**config.mk**
```make
export PLATFORM = sky130hd
export DESIGN_NAME = uart_channel_rx
export DESIGN_NICKNAME = d
export VERILOG_FILES = /design/src/rtl/uart_pkg.sv /design/src/rtl/uart_bit_timer.sv /design/src/rtl/uart_channel_rx.sv
export SDC_FILE = /design/constraint.sdc
export NUM_CORES = 1
export LEC_CHECK = 0
export ABC_CLOCK_PERIOD_IN_PS = 4500
export BUFFER_PORTS_ARGS = -buffer_cell sky130_fd_sc_hd__buf_2
export CORE_MARGIN = 1.5
export CORE_UTILIZATION = 45
export CTS_CLUSTER_SIZE = 14
export DETAILED_ROUTE_END_ITERATION = 6
export HOLD_SLACK_MARGIN = 0.05
export PLACE_DENSITY_LB_ADDON = 0.1
export SYNTH_ARGS = -nofsm -noshare
export SYNTH_HDL_FRONTEND = slang
export SYNTH_SLANG_ARGS = --single-unit
```
**constraint.sdc**
```tcl
create_clock -name clk -period 4.5 [get_ports clk]
set_clock_uncertainty 0.15 [all_clocks]
set_input_delay 0.675 -clock clk [delete_from_list [all_inputs] [get_ports clk]]
set_output_delay 0.675 -clock clk [all_outputs]
set_load 0.005 [all_outputs]
```
**src/rtl/uart_pkg.sv**
```systemverilog
// uart_pkg: shared FSM states, parity-mode constants and width helper for uart_channel_rx.
package uart_pkg;

    typedef enum logic [2:0] {
        S_IDLE,
        S_START,
        S_DATA,
        S_PARITY,
        S_STOP
    } rx_state_e;

    localparam int PAR_NONE = 0;
    localparam int PAR_EVEN = 1;
    localparam int PAR_ODD  = 2;

    // Width of a channel index; a single channel still needs one bit.
    function automatic int ptr_w(input int n);
        return (n <= 1) ? 1 : $clog2(n);
    endfunction

endpackage

```
**src/rtl/uart_bit_timer.sv**
```systemverilog
// uart_bit_timer: bit-period down-counter with half-bit preload, ticking once per sample point.
module uart_bit_timer #(
    parameter int CLKS_PER_BIT = 32
) (
    input  logic clk,
    input  logic rst,
    input  logic en,
    input  logic load_half,
    output logic tick
);

    localparam int CW = $clog2(CLKS_PER_BIT);

    logic [CW-1:0] cnt_q, cnt_d;

    assign tick = en && cnt_q == '0;

    // Preload half a bit on start detect so later ticks land mid-bit; reload a full bit after each tick.
    always_comb begin
        cnt_d = load_half ? CW'(CLKS_PER_BIT / 2 - 1)
              : tick      ? CW'(CLKS_PER_BIT - 1)
              : en        ? cnt_q - 1'b1
              :             cnt_q;
    end

    // Counter register.
    always_ff @(posedge clk) begin
        cnt_q <= rst ? '0 : cnt_d;
    end

endmodule

```
**src/rtl/uart_channel_rx.sv**
```systemverilog
// uart_channel_rx: UART frame receiver that loads good words round-robin into NUM_CH channel registers.
// Optional macro UART_RX_SYNC_EN: pass Rx through a two-flop synchroniser (adds two cycles of latency).
module uart_channel_rx
    import uart_pkg::*;
#(
    parameter int CLKS_PER_BIT = 32,
    parameter int DATA_W       = 8,
    parameter int PARITY_MODE  = PAR_EVEN,
    parameter int NUM_CH       = 3,
    localparam int PW          = ptr_w(NUM_CH)
) (
    input  logic                     clk,
    input  logic                     rst,
    input  logic                     Rx,
    input  logic                     clr_ptr,
    output logic [DATA_W-1:0]        data_out,
    output logic                     data_valid,
    output logic                     parity_err,
    output logic                     frame_err,
    output logic [PW-1:0]            ch_ptr,
    output logic [NUM_CH*DATA_W-1:0] ch_data,
    output logic                     busy
);

    localparam int BW = $clog2(DATA_W + 1);

    logic rx_s;

`ifdef UART_RX_SYNC_EN
    logic [1:0] sync_q;
    logic [1:0] sync_d;
    assign sync_d = {sync_q[0], Rx};
    assign rx_s   = sync_q[1];
    // Two-flop synchroniser, reset to the idle-high line level.
    always_ff @(posedge clk) begin
        sync_q <= rst ? 2'b11 : sync_d;
    end
`else
    assign rx_s = Rx;
`endif

    rx_state_e            state_q, state_d;
    logic [BW-1:0]        bit_cnt_q, bit_cnt_d;
    logic [DATA_W-1:0]    shift_q, shift_d;
    logic                 par_bad_q, par_bad_d;
    logic                 done_q, done_d;
    logic                 stop_q, stop_d;
    logic [DATA_W-1:0]    data_out_q, data_out_d;
    logic                 data_valid_q, data_valid_d;
    logic                 parity_err_q, parity_err_d;
    logic                 frame_err_q, frame_err_d;
    logic [PW-1:0]        ch_ptr_q, ch_ptr_d;
    logic [NUM_CH*DATA_W-1:0] ch_data_q, ch_data_d;
    logic                 busy_q, busy_d;
    logic                 tick, load_half, timer_en, good;

    assign timer_en = state_q != S_IDLE;

    uart_bit_timer #(.CLKS_PER_BIT(CLKS_PER_BIT)) u_timer (
        .clk       (clk),
        .rst       (rst),
        .en        (timer_en),
        .load_half (load_half),
        .tick      (tick)
    );

    // Frame FSM: start check, LSB-first data shift, parity check, stop sample.
    always_comb begin
        state_d   = state_q;
        bit_cnt_d = bit_cnt_q;
        shift_d   = shift_q;
        par_bad_d = par_bad_q;
        stop_d    = stop_q;
        done_d    = 1'b0;
        load_half = 1'b0;
        case (state_q)
            S_IDLE: if (!rx_s) begin
                state_d   = S_START;
                load_half = 1'b1;
                bit_cnt_d = '0;
                par_bad_d = 1'b0;
            end
            S_START: if (tick) state_d = rx_s ? S_IDLE : S_DATA;
            S_DATA: if (tick) begin
                shift_d   = {rx_s, shift_q[DATA_W-1:1]};
                bit_cnt_d = bit_cnt_q + 1'b1;
                if (bit_cnt_q == BW'(DATA_W - 1))
                    state_d = (PARITY_MODE == PAR_NONE) ? S_STOP : S_PARITY;
            end
            S_PARITY: if (tick) begin
                par_bad_d = (^shift_q ^ rx_s) != (PARITY_MODE == PAR_ODD);
                state_d   = S_STOP;
            end
            S_STOP: if (tick) begin
                stop_d  = rx_s;
                done_d  = 1'b1;
                state_d = S_IDLE;
            end
            default: state_d = S_IDLE;
        endcase
    end

    // Commit one cycle after the stop sample; framing errors win over parity errors.
    always_comb begin
        good         = done_q && stop_q && !par_bad_q;
        data_valid_d = good;
        parity_err_d = done_q && stop_q && par_bad_q;
        frame_err_d  = done_q && !stop_q;
        data_out_d   = good ? shift_q : data_out_q;
        ch_ptr_d     = clr_ptr ? '0
                     : good    ? ((ch_ptr_q == PW'(NUM_CH - 1)) ? '0 : ch_ptr_q + 1'b1)
                     :           ch_ptr_q;
        busy_d       = state_q != S_IDLE;
        ch_data_d    = ch_data_q;
        for (int k = 0; k < NUM_CH; k++)
            if (good && ch_ptr_q == PW'(k)) ch_data_d[k*DATA_W +: DATA_W] = shift_q;
    end

    // State and output registers.
    always_ff @(posedge clk) begin
        if (rst) begin
            state_q      <= S_IDLE;
            bit_cnt_q    <= '0;
            shift_q      <= '0;
            par_bad_q    <= 1'b0;
            stop_q       <= 1'b1;
            done_q       <= 1'b0;
            data_out_q   <= '0;
            data_valid_q <= 1'b0;
            parity_err_q <= 1'b0;
            frame_err_q  <= 1'b0;
            ch_ptr_q     <= '0;
            ch_data_q    <= '0;
            busy_q       <= 1'b0;
        end else begin
            state_q      <= state_d;
            bit_cnt_q    <= bit_cnt_d;
            shift_q      <= shift_d;
            par_bad_q    <= par_bad_d;
            stop_q       <= stop_d;
            done_q       <= done_d;
            data_out_q   <= data_out_d;
            data_valid_q <= data_valid_d;
            parity_err_q <= parity_err_d;
            frame_err_q  <= frame_err_d;
            ch_ptr_q     <= ch_ptr_d;
            ch_data_q    <= ch_data_d;
            busy_q       <= busy_d;
        end
    end

    assign data_out   = data_out_q;
    assign data_valid = data_valid_q;
    assign parity_err = parity_err_q;
    assign frame_err  = frame_err_q;
    assign ch_ptr     = ch_ptr_q;
    assign ch_data    = ch_data_q;
    assign busy       = busy_q;

endmodule

```
==> impl_metrics.ini, run 1 <==
[synthesis]
synth.distinct_cells = 39
synth.cell_area_um2 = 2470
dominant_register_cell_in_the_synthesized_netlist = sky130_fd_sc_hd__dfxtp_1
synthMostInstantiatedCell = sky130_fd_sc_hd__dfxtp_1
syn_area_per_cell_um2 = 9.34
syn-instance-count = 264
synth_top_cell_by_area = sky130_fd_sc_hd__dfxtp_1
synth_edf_count = 0
ys_top_cells_by_count = sky130_fd_sc_hd__dfxtp_1 (61), sky130_fd_sc_hd__nor2_1 (43), sky130_fd_sc_hd__mux2i_1 (33)
synth_warnings = 0
synthTopCellsByArea = sky130_fd_sc_hd__dfxtp_1 (50%), sky130_fd_sc_hd__mux2i_1 (13%), sky130_fd_sc_hd__nor2_1 (6.5%), sky130_fd_sc_hd__nand2_1 (4.4%), sky130_fd_sc_hd__a21oi_1 (3.0%)
synth_top_area_frac = 0.495
yosys_register_bits = 61
postSynth.asyncResetShare = 0
synthesis.nets = 270
synth_seq_area_share = 0.495

[grt]
number_of_antenna_violations_at_the_first_check_in_global_routing = 0
grt_pass1_vias = 1714
grt_max_degree = 58
grt_overflow_total = 0
grt_pass1_wl_um = 8420
grt.total_usage = 0.180

[floorplan]
num_io_pins = 42
area_of_the_die_um2 = 5930
die_width_um = 77.0
initial_core_util = 0.474
core_area_um2 = 5200
fp-row-count = 26
die_y_um = 77.0

[critical_path]
timing.reg2reg.worst_path_depth = 6
worst-r2r-setup-slack_ns = 2.24
critical_path.top_delay_family = simple AND/OR/NAND/NOR gates
crit_buf_inv = 1
timing.critical_path.from_type = register
setup.worst_path.end_class = register
critical_path.cell_chain = inv_1 > ha_1 > nor4b_4 > nand4b_1 > or4_1 > nand3_1
slowest_delay_ns = 0.60
worst_r2r_endpoint = par_bad_q$_SDFFE_PP0P_
setup_crit_end = par_bad_q$_SDFFE_PP0P_
r2r-start = u_timer.cnt_q[0]$_SDFFE_PP0P_
critical_path_cell_count = 6
critical_path_arrival_ns = 2.37
critical_path.startpoint = u_timer.cnt_q[0]$_SDFFE_PP0P_
critPathSlowestCell = sky130_fd_sc_hd__nor4b_4
timing.critical_path.required_ns = 4.61
worst-path-max-fanout = 13
criticalPathCategory = register to register

[outcome]
status = finished clean

[clocking]
cts.repair.resized = 0
ctsRootBufferMaster = sky130_fd_sc_hd__clkbuf_8
cts-root-to-sink-buffers = 2
ctsHoldBuffers = 0
cts_setup_buffers = 0
clkLatencyLatePin_ns = 0.32
clk_pin_slew_worst_paths_ns = 0.06
cts_tree = done
cts-buffers-inserted = 9
htree_num_levels = 3
clock-sinks = 61

[placement]
placedInstanceArea_um2 = 2670
dp_hpwl_um = 3170
gpl.final_weighted_congestion = 0.759
port-buffer-count = 41

[layout]
design_area_um2 = 2820
finalNetCount = 302
final_layout_size_suffix_gt1_frac = 0.201
antenna_cells_inserted = 0
layout-area-overhead-vs-synth_pct = 14.4

[drt]
drt-pass1-iter-count = 4
antenna_left = 0
vias_per_cell = 5.04
drt-wirelength-per-cell_um = 13.4
wl_um = 4930
dr.first_iter.drc_count = 78
detailroute.via_count = 1860
drc = 0

[power]
worst_ir_drop_vdd_mv = 0.184
sequentialPowerShare = 0.558
swShare = 0.239
leakagePower_nw = 1.28
power.share.combinational = 0.060
power.clock.fraction = 0.382
cell_internal_pwr_w = 0.000762
p_sw_w = 0.000240
powerDensity_nw_per_um2 = 355
power_w = 0.00100

[timing]
max-slew-margin-rel = 0.315
drv_slew = 0
setup_viol_count_final = 0
holdWs_ns = 0.302
hold_violations = 0
final.period_utilization = 0.502
layout_min_cycle_time_ns = 2.26
setup_repair_after_global_routing_missed_its_margin = no
setup_tns_ns = 0
timing.fmax_ghz = 0.443
tightest_slew_ns = 1.03

[min_path]
hold_path.class = register to register

[job]
max_cap_viol_count = 0
-- worst register-to-register path, cell delays in order, from the launching register on --
cell and delay [ns]:
sky130_fd_sc_hd__dfxtp_1 0.33, sky130_fd_sc_hd__inv_1 0.06, sky130_fd_sc_hd__ha_1 0.21, sky130_fd_sc_hd__nor4b_4 0.60, sky130_fd_sc_hd__nand4b_1 0.22, sky130_fd_sc_hd__or4_1 0.53, sky130_fd_sc_hd__nand3_1 0.10
-- cell families after synthesis --
kind of cell	synth area share
buffers and inverters	0.0482
muxes	0.139
and+or+nand+nor	0.196
DFF	0.495
AOI/OAI and AO/OA	0.0756
xor gates and xnor gates	0.0365
adders and majority gates	0.0101
-- power by group through the flow --
stage          registers (W)  clock network [W]   logic, W
2_1_floorplan       0.000566                  0  0.0000512
6_report            0.000559           0.000382  0.0000601
3_3_place_gp        0.000571                  0  0.0000601
4_1_cts             0.000559           0.000394  0.0000604
3_5_place_dp        0.000571                  0  0.0000602
5_1_grt             0.000561           0.000418  0.0000676
-- per-stage QoR --
step	worst slack (ns)	util	cells
2_1_floorplan	2.63	-	264
3_3_place_gp	2.24	0.514	355
3_5_place_dp	2.23	0.514	355
4_1_cts	2.23	0.542	369
5_1_grt	2.03	0.542	369
6_report	2.24	0.542	369
-- metal layers --
layer / vias up / routed length, um / GRT usage
met2: 34 / 1960 / 0.247
met3: 10 / 189 / 0.0381
met1: 861 / 2700 / 0.263
met4: 0 / 79 / 0.0945
met5: - / 0 / 0
li1: 955 / - / -
-- state kept, by name, indices dropped and copies added (netlist names) --
register,count
data_out,8
data_valid,1
bit_cnt_q,4
ch_ptr,2
state_q,3
frame_err,1
busy,1
done_q,1
shift_q,8
stop_q,1
parity_err,1
par_bad_q,1
ch_data,24
u_timer.cnt_q,5
-- worst min path at each step --
stage | start | to | slack [ns] | cells after the start
global placement | data_out[7]$_SDFFE_PP0P_ | data_out[7]$_SDFFE_PP0P_ | 0.29 | 2
finish | data_out[4]$_SDFFE_PP0P_ | data_out[4]$_SDFFE_PP0P_ | 0.30 | 2
CTS | data_out[4]$_SDFFE_PP0P_ | data_out[4]$_SDFFE_PP0P_ | 0.30 | 2
floorplan | stop_q$_SDFFE_PP1P_ | frame_err$_SDFF_PP0_ | 0.30 | 1
global route | data_out[3]$_SDFFE_PP0P_ | data_out[3]$_SDFFE_PP0P_ | 0.33 | 2
detailed placement | data_out[4]$_SDFFE_PP0P_ | data_out[4]$_SDFFE_PP0P_ | 0.29 | 2
-- placed cells by master (no fill, tap or decap), types with 4 or more instances in the layout --
cell type                  instances
sky130_fd_sc_hd__a21oi_1          15
sky130_fd_sc_hd__buf_2            41
sky130_fd_sc_hd__clkbuf_8          9
sky130_fd_sc_hd__dfxtp_1          61
sky130_fd_sc_hd__inv_1             5
sky130_fd_sc_hd__mux2i_1          33
sky130_fd_sc_hd__nand2_1          29
sky130_fd_sc_hd__nor2_1           43
sky130_fd_sc_hd__nor3_1            9
sky130_fd_sc_hd__o21ai_0           4
-- cell type report --
type                            count  area, um2
Sequential cell                    61       1220
Inverter                            5       18.8
Clock inverter                      3       15.0
Fill cell                         502       2380
Tap cell                           70       87.6
Multi-Input combinational cell    176       1130
Timing Repair Buffer               43        220
Clock buffer                       11        131
Note: power is estimated with default switching activity, not from simulation.
==> run 2: changes to the inputs <==
- ABC_CLOCK_PERIOD_IN_PS: 4500 -> 2350
- clock period: 4.5 -> 2.35 ns (I/O delays scaled with it)
==> impl_metrics.ini, run 2 (synthesized netlist as in run 1, its figures left out) <==
[outcome]
status = finished clean

[drt]
dr.first_iter.drc_count = 80
vias_per_cell = 4.95
drt-pass1-iter-count = 4
wl_um = 4880
drc = 0
antenna_left = 0
detailroute.via_count = 1877
drt-wirelength-per-cell_um = 12.9

[power]
sequentialPowerShare = 0.483
swShare = 0.223
leakagePower_nw = 1.35
power.share.combinational = 0.054
cell_internal_pwr_w = 0.00172
powerDensity_nw_per_um2 = 749
p_sw_w = 0.000493
power.clock.fraction = 0.463
worst_ir_drop_vdd_mv = 0.451

[clocking]
ctsRootBufferMaster = sky130_fd_sc_hd__clkbuf_8
cts_setup_buffers = 0
clock-sinks = 61
clk_pin_slew_worst_paths_ns = 0.07
cts-buffers-inserted = 9
cts_tree = done
clkLatencyLatePin_ns = 0.33
cts-root-to-sink-buffers = 2
htree_num_levels = 3

[timing]
drv_slew = 0
layout_min_cycle_time_ns = 1.97
setup_repair_after_global_routing_missed_its_margin = no
final.period_utilization = 0.838
timing.fmax_ghz = 0.508
hold_violations = 0
setup_viol_count_final = 0
holdWs_ns = 0.243
tightest_slew_ns = 0.574
max-slew-margin-rel = 0.615
setup_tns_ns = 0

[layout]
finalNetCount = 310
final_layout_size_suffix_gt1_frac = 0.230
sequential_cell_area_um2 = 1220
multi_input_area_um2 = 1130
largest_register_ffs = 24
layout-area-overhead-vs-synth_pct = 20.0
fillers = 509
antenna_cells_inserted = 0
layout.cells.most_common_list = sky130_fd_sc_hd__dfxtp_1 (61), sky130_fd_sc_hd__nor2_1 (43), sky130_fd_sc_hd__buf_2 (41)
post_layout_nonfiller_instances = 379
most_frequent_standard_cell_in_the_layout_excluding_fill_and_tap_cells = sky130_fd_sc_hd__dfxtp_1

[critical_path]
setup.worst_path.end_class = register
timing.critical_path.required_ns = 2.47
criticalPathCategory = register to register
critical_path_arrival_ns = 2.09
timing.critical_path.from_type = register
worst-path-max-fanout = 9

[grt]
grt_max_degree = 25
grt_overflow_total = 0
grt_pass1_vias = 1686
grt.total_usage = 0.177
number_of_antenna_violations_at_the_first_check_in_global_routing = 0
grt_pass1_wl_um = 8170

[floorplan]
area_of_the_die_um2 = 5930
initial_core_util = 0.474
die_width_um = 77.0
fp-row-count = 26
die_y_um = 77.0
num_io_pins = 42
core_area_um2 = 5200

[placement]
gpl.final_weighted_congestion = 0.746
dp_hpwl_um = 3310
post-place-cells = 362
port-buffer-count = 41

[min_path]
hold_path.class = primary input to register

[job]
max_cap_viol_count = 0
-- run 2: power groups by stage --
stage          combinational [W]  clock, W  sequential (W)
2_1_floorplan          0.0000980         0         0.00108
3_3_place_gp            0.000120         0         0.00109
3_5_place_dp            0.000120         0         0.00109
4_1_cts                 0.000121   0.00105         0.00107
5_1_grt                 0.000138   0.00110         0.00107
6_report                0.000121   0.00103         0.00107
-- run 2: area by class of cell --
type,instances,share of cell area
flip-flops and latches,61,0.413
multi-input cells,176,0.380
repair buffers,51,0.0955
clock buffers,10,0.0465
well taps,70,0.0296
clock inverters,6,0.0292
inverters,5,0.00634
-- run 2: timing repair --
| item | in CTS | in global routing |
|---|---|---|
| hold buffers | 1 | 0 |
| gates resized for setup | 0 | 0 |
| hold endpoints to repair | 2 | 0 |
-- run 2: worst max-delay path, stage by stage, from the launching register on --
cell	delay, ns
sky130_fd_sc_hd__dfxtp_1	0.33
sky130_fd_sc_hd__inv_1	0.06
sky130_fd_sc_hd__ha_1	0.20
sky130_fd_sc_hd__nor4b_4	0.31
sky130_fd_sc_hd__buf_4	0.23
sky130_fd_sc_hd__a21oi_1	0.11
sky130_fd_sc_hd__or3_1	0.37
sky130_fd_sc_hd__a21oi_1	0.14
-- run 2: final timing paths --
kind                                       from                        end  slack [ns]  cells after the start
setup / recovery  u_timer.cnt_q[0]$_SDFFE_PP0P_  bit_cnt_q[2]$_SDFFE_PP0P_        0.38                      7
hold / removal                               Rx    shift_q[7]$_SDFFE_PP0P_        0.24                      3
setup reg to reg  u_timer.cnt_q[0]$_SDFFE_PP0P_  bit_cnt_q[2]$_SDFFE_PP0P_        0.38                      7
hold reg to reg        data_out[4]$_SDFFE_PP0P_   data_out[4]$_SDFFE_PP0P_        0.30                      2
-- run 2: layer usage --
metal,track usage,vias up,share of wire
li1,-,973,-
met1,0.246,839,0.50
met2,0.242,57,0.42
met3,0.0476,8,0.060
met4,0.104,0,0.018
met5,0,-,0
-- run 2: metrics by stage --
step | setup slack [ns] | instance area [um2] | util | power (W)
CTS | 0.379 | 2960 | 0.569 | 0.00225
global placement | 0.419 | 2730 | 0.524 | 0.00121
detailed placement | 0.391 | 2730 | 0.524 | 0.00121
floorplan | 0.582 | 2470 | - | 0.00118
global route | 0.205 | 2960 | 0.569 | 0.00231
finish | 0.380 | 2960 | 0.569 | 0.00222
